File: config.mk
export PLATFORM = sky130hd
export DESIGN_NAME = if_stage_fq
export DESIGN_NICKNAME = d
export VERILOG_FILES = /design/src/rtl/if_stage_fq_pkg.sv /design/src/rtl/if_stage_fq_fetch_fifo.sv /design/src/rtl/if_stage_fq.sv
export SDC_FILE = /design/constraint.sdc
export NUM_CORES = 1
export LEC_CHECK = 0
export BUFFER_PORTS_ARGS = -buffer_cell sky130_fd_sc_hd__buf_2
export CORE_AREA = 2 2 122 243
export DETAILED_ROUTE_END_ITERATION = 8
export DIE_AREA = 0 0 124 245
export HOLD_SLACK_MARGIN = 0.05
export PLACE_DENSITY_LB_ADDON = 0.12
export RECOVER_POWER = 100
export SLEW_MARGIN = 20
export SYNTH_ARGS = -nofsm -noshare
export SYNTH_HDL_FRONTEND = slang
export SYNTH_SLANG_ARGS = --single-unit
File: constraint.sdc
create_clock -name clk -period 5.2 [get_ports clk]
set_clock_uncertainty 0.1 [all_clocks]
set_input_delay 0.52 -clock clk [delete_from_list [all_inputs] [get_ports clk]]
set_output_delay 0.52 -clock clk [all_outputs]
set_load 0.005 [all_outputs]
File: src/rtl/if_stage_fq_pkg.sv
// Shared fetch-stage types: decode-bound bundle layout and
// the address-error exception codes used for misaligned fetch.
package if_stage_fq_pkg;

    localparam int ECODE_WD        = 6;
    localparam int ESUBCODE_WD     = 9;
    localparam int FS_TO_DS_BUS_WD = 1 + ECODE_WD + ESUBCODE_WD + 64;

    localparam logic [ECODE_WD-1:0]    ECODE_ADE     = 6'h08;
    localparam logic [ESUBCODE_WD-1:0] ESUBCODE_ADEF = 9'h000;

    typedef struct packed {
        logic                   ex;
        logic [ECODE_WD-1:0]    ecode;
        logic [ESUBCODE_WD-1:0] esubcode;
        logic [31:0]            inst;
        logic [31:0]            pc;
    } fs_to_ds_t;

    function automatic fs_to_ds_t fs_entry(
        input logic        ex,
        input logic [31:0] inst,
        input logic [31:0] pc
    );
        fs_to_ds_t e;
        e.ex       = ex;
        e.ecode    = ex ? ECODE_ADE : '0;
        e.esubcode = ex ? ESUBCODE_ADEF : '0;
        e.inst     = inst;
        e.pc       = pc;
        return e;
    endfunction

endpackage

File: src/rtl/if_stage_fq_fetch_fifo.sv
// Small circular FIFO with flush, used for the in-flight PC
// tracker and for the decode-facing fetch queue.
module if_stage_fq_fetch_fifo #(
    parameter  int WIDTH = 32,
    parameter  int DEPTH = 2,
    localparam int AW    = (DEPTH > 1) ? $clog2(DEPTH) : 1,
    localparam int CW    = $clog2(DEPTH + 1)
) (
    input  logic             clk,
    input  logic             reset,
    input  logic             push_i,
    input  logic [WIDTH-1:0] din_i,
    input  logic             pop_i,
    input  logic             flush_i,
    output logic [WIDTH-1:0] dout_o,
    output logic             full_o,
    output logic             empty_o,
    output logic [CW-1:0]    count_o
);

    localparam logic [AW-1:0] LAST  = AW'(DEPTH - 1);
    localparam logic [CW-1:0] FULLV = CW'(DEPTH);

    logic [WIDTH-1:0] mem_q [DEPTH];
    logic [AW-1:0]    rd_q, rd_d;
    logic [AW-1:0]    wr_q, wr_d;
    logic [CW-1:0]    count_q, count_d;
    logic             do_push, do_pop;

    function automatic logic [AW-1:0] nxt(input logic [AW-1:0] p);
        return (p == LAST) ? '0 : p + AW'(1);
    endfunction

    assign full_o  = (count_q == FULLV);
    assign empty_o = (count_q == '0);
    assign count_o = count_q;
    assign dout_o  = mem_q[rd_q];

    // A full FIFO may still accept a push when it pops the same cycle.
    assign do_pop  = pop_i && !empty_o;
    assign do_push = push_i && (!full_o || do_pop);

    always_comb begin
        rd_d    = rd_q;
        wr_d    = wr_q;
        count_d = count_q;
        if (do_push) wr_d = nxt(wr_q);
        if (do_pop)  rd_d = nxt(rd_q);
        if (do_push && !do_pop)      count_d = count_q + CW'(1);
        else if (!do_push && do_pop) count_d = count_q - CW'(1);
        if (flush_i) begin
            rd_d    = '0;
            wr_d    = '0;
            count_d = '0;
        end
    end

    always_ff @(posedge clk) begin
        if (reset) begin
            rd_q    <= '0;
            wr_q    <= '0;
            count_q <= '0;
        end else begin
            rd_q    <= rd_d;
            wr_q    <= wr_d;
            count_q <= count_d;
        end
    end

    always_ff @(posedge clk) begin
        if (do_push) mem_q[wr_q] <= din_i;
    end

endmodule

File: src/rtl/if_stage_fq.sv
// Instruction-fetch front end: pipelined inst_sram requests,
// stale-response discard on redirect, and a fetch queue to decode.
module if_stage_fq
    import if_stage_fq_pkg::*;
#(
    parameter logic [31:0] RESET_PC        = 32'h1c000000,
    parameter int          MAX_OUTSTANDING = 2,
    parameter int          IQ_DEPTH        = 4
) (
    input  logic                       clk,
    input  logic                       reset,
    input  logic                       redirect_valid,
    input  logic [31:0]                redirect_pc,
    input  logic                       br_stall,
    input  logic                       ds_allowin,
    output logic                       fs_to_ds_valid,
    output logic [FS_TO_DS_BUS_WD-1:0] fs_to_ds_bus,
    output logic                       inst_sram_req,
    output logic                       inst_sram_wr,
    output logic [1:0]                 inst_sram_size,
    output logic [31:0]                inst_sram_addr,
    output logic [3:0]                 inst_sram_wstrb,
    output logic [31:0]                inst_sram_wdata,
    input  logic                       inst_sram_addr_ok,
    input  logic                       inst_sram_data_ok,
    input  logic [31:0]                inst_sram_rdata
);

    localparam int OW = $clog2(MAX_OUTSTANDING + 1);
    localparam int QW = $clog2(IQ_DEPTH + 1);

    logic [31:0]   pc_q, pc_d;
    logic [OW-1:0] discard_q, discard_d;
    logic          halt_q, halt_d;

    logic [OW-1:0] outstanding;
    logic [31:0]   pf_pc;
    logic          pf_full, pf_empty;

    fs_to_ds_t     q_din;
    logic          q_push, q_pop, q_full, q_empty;
    logic [QW-1:0] q_count;

    logic credit_ok, accept, exc;

    assign credit_ok = (int'(outstanding) < MAX_OUTSTANDING) &&
                       (int'(outstanding) + int'(q_count) < IQ_DEPTH);

    assign inst_sram_req = !reset && !redirect_valid && !br_stall &&
                           !halt_q && credit_ok && (pc_q[1:0] == 2'b00);

    assign inst_sram_wr    = 1'b0;
    assign inst_sram_size  = 2'b10;
    assign inst_sram_addr  = {pc_q[31:2], 2'b00};
    assign inst_sram_wstrb = 4'h0;
    assign inst_sram_wdata = 32'h0;

    assign accept = inst_sram_req && inst_sram_addr_ok;

    assign exc = !halt_q && (pc_q[1:0] != 2'b00) && !redirect_valid &&
                 (outstanding == '0) && !q_full;

    assign q_push = !redirect_valid &&
                    ((inst_sram_data_ok && discard_q == '0) || exc);
    assign q_din  = exc ? fs_entry(1'b1, 32'h0, pc_q)
                        : fs_entry(1'b0, inst_sram_rdata, pf_pc);

    assign fs_to_ds_valid = !reset && !q_empty && !redirect_valid;
    assign q_pop          = fs_to_ds_valid && ds_allowin;

    // Everything still in flight after a redirect is stale; this
    // already covers any responses previously marked for discard.
    always_comb begin
        discard_d = discard_q;
        if (redirect_valid) begin
            if (inst_sram_data_ok && outstanding != '0)
                discard_d = outstanding - OW'(1);
            else
                discard_d = outstanding;
        end else if (inst_sram_data_ok && discard_q != '0) begin
            discard_d = discard_q - OW'(1);
        end
    end

    always_comb begin
        pc_d   = pc_q;
        halt_d = halt_q;
        if (redirect_valid) begin
            pc_d   = redirect_pc;
            halt_d = 1'b0;
        end else begin
            if (accept) pc_d = pc_q + 32'd4;
            if (exc)    halt_d = 1'b1;
        end
    end

    always_ff @(posedge clk) begin
        if (reset) begin
            pc_q      <= RESET_PC;
            discard_q <= '0;
            halt_q    <= 1'b0;
        end else begin
            pc_q      <= pc_d;
            discard_q <= discard_d;
            halt_q    <= halt_d;
        end
    end

    if_stage_fq_fetch_fifo #(
        .WIDTH (32),
        .DEPTH (MAX_OUTSTANDING)
    ) u_pc_fifo (
        .clk     (clk),
        .reset   (reset),
        .push_i  (accept),
        .din_i   (pc_q),
        .pop_i   (inst_sram_data_ok),
        .flush_i (1'b0),
        .dout_o  (pf_pc),
        .full_o  (pf_full),
        .empty_o (pf_empty),
        .count_o (outstanding)
    );

    if_stage_fq_fetch_fifo #(
        .WIDTH (FS_TO_DS_BUS_WD),
        .DEPTH (IQ_DEPTH)
    ) u_fetch_q (
        .clk     (clk),
        .reset   (reset),
        .push_i  (q_push),
        .din_i   (q_din),
        .pop_i   (q_pop),
        .flush_i (redirect_valid),
        .dout_o  (fs_to_ds_bus),
        .full_o  (q_full),
        .empty_o (q_empty),
        .count_o (q_count)
    );

    a_q_no_overflow: assert property (@(posedge clk) disable iff (reset)
        !(q_push && q_full && !q_pop));
    a_pf_no_underflow: assert property (@(posedge clk) disable iff (reset)
        !(inst_sram_data_ok && pf_empty));
    a_pf_no_overflow: assert property (@(posedge clk) disable iff (reset)
        !(accept && pf_full && !inst_sram_data_ok));

endmodule

==> results.yml, run 1 <==
timing:
  min_period_over_period: 0.785
  setup_ws_ns: 1.12
  fin_setup_tns_ns: 0
  slew_headroom: -0.259
  period_needed_ns: 4.08
  timing.final.max_slew_violations: 272
  clock.fmax_mhz: 245
  rsz0062_at_grt: "false"
  worst-slew-pin-transition_ns: 1.89
  hold_viol_final: 0
  setup_viol: 0
detailed_routing:
  dr.first_iter.drc_count: 757
  drc: 0
  wl_per_cell_um: 20.5
  vias: 8521
  post_drt_via_cell_ratio: 5.67
  drtAntennaViolNets: 0
  firstDrtPassIters: 7
  wl_um: 30800
power:
  powerDensity_mw_per_mm2: 394
  leakage_nw: 5.71
  peakVddDrop_v: 0.000264
  power_w: 0.00679
worst_setup_path:
  end_kind: "output pin"
  path_delay_family: "flip-flops"
  arrival_ns: 3.46
  critPathBufInv: 2
  start_kind: "flip-flop"
  worstSetupPathType: "flip-flop to output pin"
  required_ns: 4.58
  worst-path-max-fanout: 40
  rrSetupSlack_ns: 1.34
  cp_slowest_cell: "dfxtp_2"
  crit_chain: "clkbuf_1 > mux4_2 > buf_2"
  max_stage_delay_ns: 1.34
cells_and_area:
  fin_cells: 1504
  final_nets: 1204
  antenna_cells: 0
  area_growth_pct: 10.6
  layout_commonest_cell: "edfxtp_1"
  multi_input_area_mm2: 0.00417
  fillers: 2271
  design_area_mm2: 0.0172
  final_cell_mix: "324 x edfxtp_1, 119 x buf_2, 65 x mux4_2"
  layout-drive-gt1-share: 0.219
  seqCellArea_mm2: 0.0107
floorplan:
  dieArea_mm2: 0.0304
  start_util: 0.544
  core_area_mm2: 0.0286
  fp.dieW_um: 124
  ios: 224
  floorplan.rows: 88
  die_h_um: 245
synthesis:
  synth_cell_type_count: 57
  ys_seq_area_frac: 0.688
  syn_area_per_cell_um2: 15.8
  synthArstFlopShare: 0
  ys.flop_type: "edfxtp_1"
  syn_area_mm2: 0.0156
  ys_seq_elements: 373
  ys.warnings.count: 0
  synth_edf_count: 324
  synthCells: 986
global_route:
  first_global_vias: 8460
  grt_overflow: 0
  grt.total_usage: 0.205
  grt_pass1_wl_um: 47500
  antenna_found_initial: 0
  grt_max_degree: 86
clocking:
  cts.sinks: 373
  cts_buffers: 31
  path_clk_slew_ns: 0.06
  clock_latency_ns: 0.56
  postCtsSetupRepairBufs: 0
  ctsResizeCount: 0
  cts_tree: "done"
  cts-root-buf: "clkbuf_16"
  htree_levels: 1
  clk_path_buf_depth: 3
  cts_hold_buf: 0
placed_design:
  dp_cells: 1447
  placed_area_mm2: 0.0164
  port-buffer-count: 168
  dp_worst_setup_slack_ns: 1.52
  dpl.hpwl_um: 19100
  place_congestion: 0.846
run_status:
  violations: "max-capacitance violations, max-slew violations"
  run_status: "complete, but fails checks"
flow_run:
  drv_cap: 5
worst_hold_path:
  holdCritPathClass: "primary input to flip-flop"
layout make-up:
type,count,share of cell area
flip-flops and latches,373,0.622
multi-input cells,520,0.242
repair buffers,179,0.0487
clock buffers,36,0.0473
well taps,360,0.0262
clock inverters,21,0.0102
inverters,15,0.00327
logic make-up (layout without fill, tap and decap cells):
group                    after synthesis  count (layout)  share of synthesized area
XOR/XNOR                              15              15                    0.00844
AND/OR/NAND/NOR                      227             227                     0.0767
other                                  2              55                   0.000482
adder cells (fa/ha/maj)               13              13                     0.0109
AO/OA/AOI/OAI                        108             108                     0.0411
multiplexers                         102             102                      0.118
buffers and inverters                146             251                     0.0567
flip-flops                           373             373                      0.688
power by group:
| part | total [W] | internal [W] | switching [W] |
|---|---|---|---|
| Combinational | 0.000823 | 0.000344 | 0.000479 |
| Sequential | 0.00371 | 0.00356 | 0.000152 |
| Clock | 0.00225 | 0.00122 | 0.00102 |
routing by layer:
layer / routed length [µm] / vias up / GRT usage / part of all wire
met5: 0 / - / 0 / 0
met3: 1780 / 36 / 0.0272 / 0.058
met4: 457 / 0 / 0.0453 / 0.015
met2: 15600 / 283 / 0.340 / 0.51
li1: - / 3899 / - / -
met1: 13000 / 4303 / 0.292 / 0.42
tightest hold or removal path, delay by kind of cell:
kind                   cells  cell delay (ns)
AO/OA/AOI/OAI              1             0.06
buffers and inverters      1             0.08
AND/OR/NAND/NOR            1             0.06
final timing paths:
kind / from / end / cells after the start
min: redirect_pc[21] / pc_q[21] / 3
max: flip-flop / fs_to_ds_bus[45] / 3
min reg2reg: halt_q / halt_q / 2
max reg2reg: u_pc_fifo.count_o[1] / u_pc_fifo.mem_q[1][20] / 6
metrics by stage:
stage | hold slack [ns] | util
after floorplan | 0.347 | -
after global placement | 0.394 | 0.571
after detailed placement | 0.398 | 0.571
after CTS | 0.0628 | 0.606
after global routing | 0.0883 | 0.602
final | 0.0917 | 0.602
cell usage after synthesis (2+ instances only):
library cell  count  area, µm²
mux4_2           65       1460
clkbuf_1         29        109
dfxtp_1          49        981
and3_1            8       50.1
nor3_2            2       20.0
o21ai_0          48        240
xor2_1            8       70.1
edfxtp_1        324       9730
a21oi_1          26        130
nor3_1            8       40.0
a31oi_1           6       37.5
nand4_1          14       87.6
a211oi_1          6       45.0
nand2_1          60        225
a32oi_1           3       26.3
and4_1            3       26.3
nor2b_1          35        219
ha_1             12        150
conb_1            2       7.51
and2_1           12       75.1
nor2_1           42        158
o211ai_1          3       22.5
o311ai_0          4       35.0
or2_2             2       12.5
or3_1             8       50.1
or4_1             3       22.5
nand3b_1          2       15.0
mux2i_1          37        370
buf_2             4       20.0
inv_1            14       52.6
buf_1            11       41.3
buf_4            86        646
nor4_1           10       62.6
xnor2_1           7       61.3
nand3_1          11       55.1
flip-flops by register name, indices dropped and copies added, names as in the netlist, named ones only:
signal	flops
discard_q	2
halt_q	1
pc_q	32
u_fetch_q.count_o	3
u_fetch_q.mem_q	260
u_fetch_q.rd_q	2
u_fetch_q.wr_q	2
u_pc_fifo.count_o	2
u_pc_fifo.mem_q	64
u_pc_fifo.rd_q	1
u_pc_fifo.wr_q	1
(Power assumes the default switching activity.)
==> run 2, diff against run 1 <==
==> constraint.sdc (replaced) <==
create_clock -name clk -period 4 [get_ports clk]
set_clock_uncertainty 0.1 [all_clocks]
set_input_delay 0.4 -clock clk [delete_from_list [all_inputs] [get_ports clk]]
set_output_delay 0.4 -clock clk [all_outputs]
set_load 0.005 [all_outputs]
==> run 2 against run 1 <==
Net effect: the run still ends with max-capacitance violations, max-slew violations left; flip-flop and latch count unchanged; via count rose by 0.89%; die area did not move; critical path type unchanged; largest cell class unchanged; largest power group unchanged.
==> results.yml, run 2 (synthesis gave the netlist of run 1 again) <==
run_status:
  run_status: "complete, but fails checks"
  violations: "max-capacitance violations, max-slew violations"
detailed_routing:
  wl_um: 30700
  firstDrtPassIters: 5
  drc: 0
  vias: 8597
  post_drt_via_cell_ratio: 5.59
  wl_per_cell_um: 20.0
  drtAntennaViolNets: 0
  dr.first_iter.drc_count: 799
clocking:
  cts-root-buf: "clkbuf_16"
  clk_path_buf_depth: 3
  ctsResizeCount: 0
  cts_buffers: 31
  cts.sinks: 373
  path_clk_slew_ns: 0.06
  clock_latency_ns: 0.56
  htree_levels: 1
  cts_tree: "done"
global_route:
  grt_overflow: 0
  grt_pass1_wl_um: 47800
  antenna_found_initial: 0
  grt_max_degree: 101
  first_global_vias: 8575
  grt.total_usage: 0.206
cells_and_area:
  layout_commonest_cell: "edfxtp_1"
  antenna_cells: 0
  layout-drive-gt1-share: 0.218
  regMostFlops: "u_fetch_q.mem_q"
  multi_input_area_mm2: 0.00416
  reg_top3: "u_fetch_q.mem_q: 260 flops, u_pc_fifo.mem_q: 64 flops, pc_q: 32 flops"
  area_growth_pct: 12.9
  final_cell_mix: "324 x edfxtp_1, 109 x buf_2, 65 x mux4_2, 65 x clkbuf_1, 60 x nand2_1"
  final_nets: 1238
  seqCellArea_mm2: 0.0107
  fillers: 2259
  largest_register_ffs: 260
floorplan:
  floorplan.rows: 88
  start_util: 0.544
  core_area_mm2: 0.0286
  dieArea_mm2: 0.0304
  fp.dieW_um: 124
  die_h_um: 245
  ios: 224
power:
  powerDensity_mw_per_mm2: 505
  p_sw_w: 0.00216
  leakage_nw: 5.87
  sw_frac_of_total: 0.243
  p_seq_frac: 0.541
  power.internal_w: 0.00671
  pwr-share-comb: 0.127
  clock_power_share: 0.332
  power_w: 0.00887
  peakVddDrop_v: 0.000357
placed_design:
  dpl.hpwl_um: 19600
  port-buffer-count: 168
  place_congestion: 0.883
timing:
  worst-slew-pin-transition_ns: 1.88
  slew_headroom: -0.251
  period_needed_ns: 3.35
  whs_ns: 0.0934
  min_period_over_period: 0.838
  setup_viol: 0
  fin_setup_tns_ns: 0
  clock.fmax_mhz: 298
  rsz0062_at_grt: "false"
  hold_viol_final: 0
  timing.final.max_slew_violations: 66
worst_setup_path:
  worst-path-max-fanout: 65
  r2r-start: "u_pc_fifo.count_o[1]"
  start_kind: "flip-flop"
  end_kind: "output pin"
  worstSetupPathType: "flip-flop to output pin"
  required_ns: 3.50
  arrival_ns: 2.85
flow_run:
  drv_cap: 1
worst_hold_path:
  holdCritPathClass: "primary input to flip-flop"
  hold_start: "redirect_pc[13]"
[run 2: cell count changes in the layout (fill, tap and decap cells not counted), sizes merged]
cell         delta
bufinv          -2
buf             -5
clkbuf         +21
dlygate4sd3    +23
clkinv          -3
[run 2: what timing repair did]
item | 4_1_cts | 5_1_grt
hold buffers | 23 | 0
endpoints found under the hold margin | 23 | 0
setup buffers | 0 | 0
[run 2: per-stage QoR]
stage / instances / setup slack [ns] / util / instance area (µm²)
after global placement: 1457 / 1.12 / 0.576 / 16500
after detailed placement: 1457 / 1.06 / 0.576 / 16500
after floorplan: 1039 / 0.151 / - / 15800
after global routing: 1538 / 0.444 / 0.614 / 17600
after CTS: 1537 / 0.891 / 0.620 / 17700
final: 1538 / 0.646 / 0.614 / 17600
[run 2: final cells by class]
class	count	share of cell area
Multi-Input combinational cell	520	0.237
Sequential cell	373	0.610
Clock buffer	41	0.0520
Tap cell	360	0.0256
Timing Repair Buffer	213	0.0666
Inverter	15	0.00320
Clock inverter	16	0.00605
[run 2: critical path, cell delays in order, from the launching register on]
cell,delay [ns]
dfxtp_2,1.59
mux4_2,0.52
clkbuf_1,0.18
[run 2: metal layers]
metal,global-route usage,part of all wire
met1,0.285,0.41
met2,0.342,0.51
met5,0,0
met3,0.0274,0.063
met4,0.0625,0.022
[run 2: final timing paths]
kind	endpoint	slack, ns	cells after the start
max	fs_to_ds_bus[0]	0.65	2
min	pc_q[13]	0.09	3
max reg2reg	u_pc_fifo.mem_q[1][17]	0.69	6
min reg2reg	halt_q	0.41	2
[run 2: power groups by stage]
| stage | clock network, W | registers (W) | logic (W) |
|---|---|---|---|
| final | 0.00294 | 0.00480 | 0.00113 |
| after global routing | 0.00316 | 0.00483 | 0.00127 |
| after CTS | 0.00301 | 0.00480 | 0.00117 |
| after detailed placement | 0 | 0.00489 | 0.00115 |
| after global placement | 0 | 0.00487 | 0.00113 |
| after floorplan | 0 | 0.00478 | 0.000857 |
==> run 3, diff against run 2 <==
--- a/config.mk
+++ b/config.mk
@@ -5,10 +5,11 @@
 export SDC_FILE = /design/constraint.sdc
 export NUM_CORES = 1
 export LEC_CHECK = 0
+export ABC_AREA = 1
 export BUFFER_PORTS_ARGS = -buffer_cell sky130_fd_sc_hd__buf_2
-export CORE_AREA = 2 2 122 243
+export CORE_AREA = 2 2 129 256
 export DETAILED_ROUTE_END_ITERATION = 8
-export DIE_AREA = 0 0 124 245
+export DIE_AREA = 0 0 131 258
 export HOLD_SLACK_MARGIN = 0.05
 export PLACE_DENSITY_LB_ADDON = 0.12
 export RECOVER_POWER = 100
==> constraint.sdc (replaced) <==
create_clock -name clk -period 2.7 [get_ports clk]
set_clock_uncertainty 0.1 [all_clocks]
set_input_delay 0.27 -clock clk [delete_from_list [all_inputs] [get_ports clk]]
set_output_delay 0.27 -clock clk [all_outputs]
set_load 0.005 [all_outputs]
==> run 3 against run 2 <==
Net effect: the run now ends clean; final cell count is 42% higher; sequential share of layout area fell by 4.7 points; first-iteration DRC count decreased by 16%; die area rose by 11%; via count rose by 32%; cell area rose by 8.3%; highest routed layer unchanged.
==> results.yml, run 3 <==
synthesis:
  synthTopCellsByCount: "324 x edfxtp_1, 222 x nand2_1, 206 x nor2_1"
  synthTopCellsByArea: "edfxtp_1 60%, dfxtp_1 6.0%, o21ai_0 5.8%, nand2_1 5.1%, nor2_1 4.7%"
  synthArstFlopShare: 0
  synthCells: 1527
  ys_seq_area_frac: 0.655
  syn_area_mm2: 0.0163
  synth_cell_type_count: 35
  synth_top_area_cell: "edfxtp_1"
  ys_seq_elements: 373
  synth.most_common_cell: "edfxtp_1"
  syn_area_per_cell_um2: 10.7
  synth_edf_count: 324
  ys.warnings.count: 0
  synth_top_cell_area_share: 0.595
  ys.flop_type: "edfxtp_1"
placed_design:
  dpl.hpwl_um: 24500
  dp_cells: 2051
  place_congestion: 0.891
  port-buffer-count: 168
  dp_worst_setup_slack_ns: 0.0315
floorplan:
  core_area_mm2: 0.0320
  start_util: 0.511
  die_h_um: 258
  floorplan.rows: 93
  dieArea_mm2: 0.0338
  ios: 224
  fp.dieW_um: 131
global_route:
  grt_max_degree: 87
  grt_pass1_wl_um: 56900
  first_global_vias: 11000
  grt_overflow: 0
  antenna_found_initial: 0
  grt.total_usage: 0.219
cells_and_area:
  fin_util: 0.595
  final_nets: 1811
  regMostFlops: "u_fetch_q.mem_q"
  layout-drive-gt1-share: 0.116
  largest_register_ffs: 260
  area_growth_pct: 16.5
  layout_commonest_cell: "edfxtp_1"
  reg_top3: "u_fetch_q.mem_q: 260 flops, u_pc_fifo.mem_q: 64 flops, pc_q: 32 flops"
  antenna_cells: 0
  fin_cells: 2178
  final_cell_mix: "324 x edfxtp_1, 224 x nand2_1, 202 x nor2_1"
clocking:
  postCtsSetupRepairBufs: 0
  clk_path_buf_depth: 3
  path_clk_slew_ns: 0.06
  htree_levels: 2
  clock_latency_ns: 0.52
  cts_buffers: 34
  cts-root-buf: "clkbuf_16"
  cts.sinks: 373
  cts_tree: "done"
worst_setup_path:
  required_ns: 2.33
  worstSetupPathType: "flip-flop to output pin"
  end_kind: "output pin"
  arrival_ns: 2.20
  cp_slowest_cell: "inv_2"
  worst-path-max-fanout: 32
  max_stage_delay_ns: 0.52
  critPathBufInv: 3
  start_kind: "flip-flop"
  path_delay_family: "buffers and inverters"
  crit_chain: "inv_2 > buf_12 > o21ai_0 > o22ai_1 > clkbuf_1"
power:
  leakage_nw: 7.18
  power_w: 0.0129
  peakVddDrop_v: 0.000500
  powerDensity_mw_per_mm2: 676
detailed_routing:
  dr.first_iter.drc_count: 674
  firstDrtPassIters: 6
  drtAntennaViolNets: 0
  post_drt_via_cell_ratio: 5.22
  wl_um: 37900
  wl_per_cell_um: 17.4
  vias: 11400
  drc: 0
timing:
  clock.fmax_mhz: 389
  worst-slew-pin-transition_ns: 1.26
  slew_headroom: 0.162
  setup_viol: 0
  fin_setup_tns_ns: 0
  hold_viol_final: 0
  rsz0062_at_grt: "false"
  timing.final.max_slew_violations: 0
  setup_ws_ns: 0.129
  min_period_over_period: 0.952
  period_needed_ns: 2.57
flow_run:
  drv_cap: 0
worst_hold_path:
  holdCritPathClass: "primary input to flip-flop"
run_status:
  run_status: "completed"
==> run 3: changes by cell type after synthesis, moves of 12 or more <==
| cell | previous run | this run |
|---|---|---|
| o211ai_1 | 3 | 24 |
| buf_2 | 4 | 16 |
| nor2b_1 | 35 | 0 |
| nand2_1 | 60 | 222 |
| o22ai_1 | 0 | 65 |
| inv_1 | 14 | 134 |
| clkbuf_1 | 29 | 47 |
| nor2_1 | 42 | 206 |
| and2_1 | 12 | 0 |
| nand3_1 | 11 | 55 |
| o21ai_0 | 48 | 191 |
| mux2i_1 | 37 | 0 |
| mux4_2 | 65 | 0 |
==> run 3: worst paths after layout <==
check	start	to	slack (ns)	depth (start not counted)
worst max-delay path	flip-flop	fs_to_ds_bus[34]	0.13	5
worst min-delay path	reset	u_fetch_q.wr_q[0]	0.12	5
worst max register to register	u_pc_fifo.count_o[1]	u_fetch_q.mem_q[1][33]	0.16	9
worst min register to register	u_pc_fifo.rd_q	flip-flop	0.38	2
==> run 3: area by class of cell <==
class                           instances  area [µm²]
Fill cell                            2709       13000
Tap cell                              427         534
Clock inverter                         17         168
Sequential cell                       373       10700
Inverter                              138         518
Clock buffer                           43         968
Multi-Input combinational cell        909        4360
Timing Repair Buffer                  271        1770
==> run 3: power breakdown <==
part / internal [W] / total, W / switching, W
clock network: 0.00284 / 0.00488 / 0.00204
registers: 0.00662 / 0.00674 / 0.000123
logic: 0.000440 / 0.00125 / 0.000809
total: 0.00989 / 0.0129 / 0.00298
==> run 3: kinds of logic after synthesis <==
| logic type | Yosys count | share of synthesized area |
|---|---|---|
| AND/OR/NAND/NOR | 505 | 0.126 |
| flip-flops | 373 | 0.655 |
| AO/OA/AOI/OAI | 322 | 0.109 |
| buffers and inverters | 298 | 0.0915 |
| XOR/XNOR | 14 | 0.00750 |
| adder cells (fa/ha/maj) | 13 | 0.0104 |
| other | 2 | 0.000460 |
==> run 3: per-layer routing <==
metal / GRT usage / wire length (µm) / up-vias
met5: 0 / 0 / -
met4: 0.0824 / 1190 / 0
met3: 0.0278 / 1710 / 67
met2: 0.417 / 20900 / 338
met1: 0.242 / 14100 / 5459
li1: - / - / 5503
==> run 3: through the flow <==
step | hold slack [ns] | area (µm²)
floorplan | 0.298 | 16600
global placement | 0.357 | 17400
detailed placement | 0.360 | 17400
CTS | 0.105 | 19200
global route | 0.133 | 19000
finish | 0.123 | 19000
==> run 3: worst min-delay path, stage by stage <==
cell     delay, ns
buf_2         0.14
nor2_8        0.04
buf_4         0.15
nand2_1       0.06
nor2_1        0.03
==> run 3: timing repair <==
action                                 CTS  global route
setup endpoints to repair                0            33
hold buffers                            67             0
endpoints found under the hold margin  163             0
resized for setup                        0             4
